===== src/rtl/baud_tick_gen.sv =====
// Programmable baud tick generator: divides clk_in into os_tick and every OVERSAMPLE-th into bit_tick.
// Optional fractional divisor when BAUD_FRAC_EN is defined (adds frac_value port and accumulator).
module baud_tick_gen #(
  parameter int DIV_W       = 16,
  parameter int DEFAULT_DIV = 651,
  parameter int OVERSAMPLE  = 16
`ifdef BAUD_FRAC_EN
  ,
  parameter int FRAC_W      = 4
`endif
) (
  input  logic                          clk_in,
  input  logic                          rst,
  input  logic                          en,
  input  logic                          div_load,
  input  logic [DIV_W-1:0]              div_value,
  input  logic                          phase_clr,
`ifdef BAUD_FRAC_EN
  input  logic [FRAC_W-1:0]             frac_value,
`endif
  output logic                          os_tick,
  output logic                          bit_tick,
  output logic [$clog2(OVERSAMPLE)-1:0] os_phase
);

  localparam int PH_W = $clog2(OVERSAMPLE);

  logic [DIV_W-1:0] div_reg;
  logic [DIV_W-1:0] div_cnt;
  logic [DIV_W-1:0] div_eff;
  logic [DIV_W-1:0] div_term;
  logic             wrap;
  logic             restart;

  // Divisors 0 and 1 would stall or tick continuously, so clamp to 2.
  always_comb begin
    div_eff = (div_reg < DIV_W'(2)) ? DIV_W'(2) : div_reg;
  end

  assign restart = div_load || phase_clr;
  assign wrap    = (div_cnt == div_term);

`ifdef BAUD_FRAC_EN
  logic [FRAC_W-1:0] acc;
  logic [FRAC_W:0]   acc_sum;
  logic              stretch;

  assign acc_sum  = {1'b0, acc} + {1'b0, frac_value};
  // A carry out of the accumulator lengthens the following period by one cycle.
  assign div_term = div_eff - DIV_W'(1) + DIV_W'(stretch);

  always_ff @(posedge clk_in) begin
    if (!rst || restart) begin
      acc     <= '0;
      stretch <= 1'b0;
    end else if (en && wrap) begin
      acc     <= acc_sum[FRAC_W-1:0];
      stretch <= acc_sum[FRAC_W];
    end
  end
`else
  assign div_term = div_eff - DIV_W'(1);
`endif

  always_ff @(posedge clk_in) begin
    if (!rst) begin
      div_reg  <= DIV_W'(DEFAULT_DIV);
      div_cnt  <= '0;
      os_phase <= '0;
      os_tick  <= 1'b0;
      bit_tick <= 1'b0;
    end else if (restart) begin
      if (div_load) begin
        div_reg <= div_value;
      end
      div_cnt  <= '0;
      os_phase <= '0;
      os_tick  <= 1'b0;
      bit_tick <= 1'b0;
    end else if (!en) begin
      os_tick  <= 1'b0;
      bit_tick <= 1'b0;
    end else if (wrap) begin
      div_cnt <= '0;
      os_tick <= 1'b1;
      if (os_phase == PH_W'(OVERSAMPLE - 1)) begin
        os_phase <= '0;
        bit_tick <= 1'b1;
      end else begin
        os_phase <= os_phase + PH_W'(1);
        bit_tick <= 1'b0;
      end
    end else begin
      div_cnt  <= div_cnt + DIV_W'(1);
      os_tick  <= 1'b0;
      bit_tick <= 1'b0;
    end
  end

endmodule


===== config.mk =====
export PLATFORM = sky130hd
export DESIGN_NAME = baud_tick_gen
export DESIGN_NICKNAME = d
export VERILOG_FILES = /design/src/rtl/baud_tick_gen.sv
export SDC_FILE = /design/constraint.sdc
export NUM_CORES = 1
export LEC_CHECK = 0
export CAP_MARGIN = 15
export CORE_ASPECT_RATIO = 1.25
export CORE_MARGIN = 2
export CORE_UTILIZATION = 35
export DETAILED_ROUTE_END_ITERATION = 7
export SLEW_MARGIN = 0
export SYNTH_ARGS = -nofsm -noshare
export SYNTH_HDL_FRONTEND = slang
export SYNTH_SLANG_ARGS = --single-unit

===== constraint.sdc =====
create_clock -name clk_in -period 3.75 [get_ports clk_in]
set_clock_uncertainty 0.05 [all_clocks]
set_input_delay 0.375 -clock clk_in [delete_from_list [all_inputs] [get_ports clk_in]]
set_output_delay 0.375 -clock clk_in [all_outputs]
set_load 0.02 [all_outputs]

==> impl_metrics.json <==
{
  "die-area_mm2": 0.007633,
  "drt_drc_violations_left": 0,
  "clk_pin_slew_worst_paths_ns": 0.07,
  "top_usage_layer": "met2",
  "max_slew_margin": 0.6050,
  "cts_setup_buffers": 0,
  "final_common_cell": "dfxtp_1",
  "r2r-start": "div_reg[1]",
  "final-seq-area_um2": 760.7,
  "final_area_mm2": 0.002923,
  "place.gp.congestion": 0.8505,
  "fin_crit_ns": 3.476,
  "cts.sinks": 38,
  "hold_depth": 2,
  "drtIter0Drc": 100,
  "critPathLaunch": "div_reg[1]",
  "hold_viol": 0,
  "grt_setup_unrepaired": "false",
  "routed_wl_um": 5743,
  "ios": 27,
  "synth-seq-cells": 38,
  "grtUsageMet1": 0.2015,
  "setup_viol": 0,
  "placed_area_mm2": 0.002816,
  "rows": 33,
  "core_mm2": 0.006648,
  "nets": 319,
  "cts_made_buffers": 5,
  "cts_tree": "yes",
  "grt-ovfl-total": 0,
  "postRouteAntennaNets": 0,
  "start_kind": "flip-flop",
  "slowest_delay_ns": 0.58,
  "initial_core_util": 0.3657,
  "die_y_um": 97.18,
  "drt-wirelength-per-cell_um": 15.03,
  "min_to": "os_phase[2]",
  "reg2reg_depth": 10,
  "cts_root_buf": "clkbuf_8",
  "nFillCells": 648,
  "worst_pin_slew_ns": 0.5906,
  "power.density_mw_per_mm2": 281.3,
  "antenna_found_initial": 0,
  "hold_start": "os_phase[2]",
  "syn_nets": 290,
  "synth_top_area_share": 0.3129,
  "yosys.area.top_type": "dfxtp_1",
  "yosys-top-cells-area": "dfxtp_1, mux2i_1, xor2_1, xnor2_1, nor3_2",
  "finalSetupTns_ns": 0,
  "grt_max_degree": 19,
  "syn_area_per_cell_um2": 9.139,
  "yosys_warnings": 0,
  "r2r_slack_ns": 0.27,
  "timing.fmax_ghz": 0.2877,
  "clock_latency_ns": 0.29,
  "crit_path_end_kind": "flip-flop",
  "die_w_um": 78.55,
  "firstDrtPassIters": 4,
  "syn_to_final_growth_pct": 20.23,
  "fin_crit_sh": 0.9270,
  "cts_hold_buf": 0,
  "multi_input_area_mm2": 0.001600,
  "critical_path_arrival_ns": 3.65,
  "grt.total_usage": 0.1565,
  "status": "completed",
  "syn_inst": 266,
  "io_buffers": 26,
  "slowest_stage": "or4_4",
  "drive_gt1_frac": 0.1593,
  "cts.path.max_buffers": 2,
  "grt_pass1_wl_um": 9535,
  "htree_levels": 2,
  "worstPathMaxFanout": 7,
  "final_cell_mix": "dfxtp_1, clkdlybuf4s50_1, nand2_1",
  "total_leakage_power_uw": 0.001028,
  "n_antenna_cell": 0,
  "slew_violations": 0,
  "critPathRequiredTime_ns": 3.92,
  "via_per_inst": 5.312,
  "drv_cap": 0,
  "use_met3": 0.03810,
  "netlist_area_mm2": 0.002431,
  "ir_drop_mv": 0.1318,
  "synth_cell_type_count": 54,
  "grt_pass1_vias": 1969,
  "vias": 2029,
  "holdCritPathClass": "flip-flop to flip-flop",
  "dp_hpwl_um": 4258,
  "critPathKind": "flip-flop to flip-flop",
  "r2r-end": "os_phase[2]",
  "crit_path_cell_trace": "or4_4, o41ai_4, ha_4, nor3b_1, o311ai_0, a211o_1, a21oi_1, o2111ai_1, nor4_1, mux2i_1",
  "grtUsageMet2": 0.2498,
  "yosysSeqAreaShare": 0.3129
}
[cells in the mapped netlist, drive strengths merged]
master / n
buf: 7
nand3b: 2
a311o: 1
a21oi: 6
dfxtp: 38
and4b: 1
a32o: 1
o31a: 1
inv: 5
nor2b: 12
or3: 6
xor2: 16
mux2i: 20
o311ai: 3
clkbuf: 8
a211o: 1
o21ai: 4
nand4: 3
and4: 5
nand2b: 4
a31oi: 3
o2111ai: 1
xnor2: 14
a21o: 2
and2: 3
nor2: 7
nor4: 11
o21bai: 1
nand3: 11
nand4b: 2
o41ai: 3
and3: 7
nor3b: 1
or4b: 2
nand2: 23
nor3: 19
o211ai: 1
or4: 6
ha: 3
or2: 2
[power by group]
group	internal, uW	leakage [uW]	switching, uW
sequential	414	0.000309	13.6
clock	125	0.0000438	143
combinational	64.1	0.000675	62.2
total	603	0.00103	219
[repair_timing]
action | in CTS | in global routing
endpoints found under the setup margin | 0 | 22
hold endpoints to repair | 0 | 0
resized for setup | 0 | 4
[per-layer routing]
metal | up-vias | wire length [um]
met5 | - | 0
met4 | 0 | 131
met3 | 9 | 276
met2 | 54 | 2679
met1 | 939 | 2656
li1 | 1027 | -
[critical path, delay by kind of cell (launching register included)]
kind                       cells  cell delay, ns
DFF                            1            0.37
muxes                          1            0.22
and+or+nand+nor                3            1.23
adders and majority gates      1            0.23
AOI/OAI and AO/OA              5            1.32
[final cells by class]
cell class / instances / share of cell area
sequential: 38 / 0.2603
timing repair buffer: 37 / 0.1216
multi-input combinational: 208 / 0.5475
clock inverter: 2 / 0.003425
tap: 87 / 0.03724
inverter: 5 / 0.006421
clock buffer: 5 / 0.02354
[worst max-delay path by stage]
stage                  endpoint  slack (ns)  cells after the start
finish              os_phase[2]        0.27                     10
CTS                 os_phase[2]        0.08                     10
global placement    os_phase[2]        0.21                     10
floorplan           div_cnt[10]        0.25                     12
global route         div_cnt[1]        0.04                     10
detailed placement  os_phase[2]        0.10                     10
[logic make-up (layout without fill, tap and decap cells)]
kind of cell	count (synthesis)	in the layout	synth area share
and+or+nand+nor	127	127	0.3392
adders and majority gates	3	3	0.01544
DFF	38	38	0.3129
AOI/OAI and AO/OA	28	28	0.1019
xor gates and xnor gates	30	30	0.1081
muxes	20	20	0.08235
buffers and inverters	20	49	0.04014
[per-stage QoR]
step           instances  utilization  hold slack [ns]  total power [uW]  worst slack (ns)
6_report             382       0.4397           0.4580             822.1            0.2737
5_1_grt              382       0.4397           0.4843             864.9           0.03599
4_1_cts              382       0.4355           0.4652             830.6           0.07753
3_5_place_dp         375       0.4237           0.4505             558.1            0.1021
3_3_place_gp         375       0.4237           0.4366             557.0            0.2062
2_1_floorplan        266            -           0.4438             512.2            0.2513
Power figures use the tool's default switching activity.
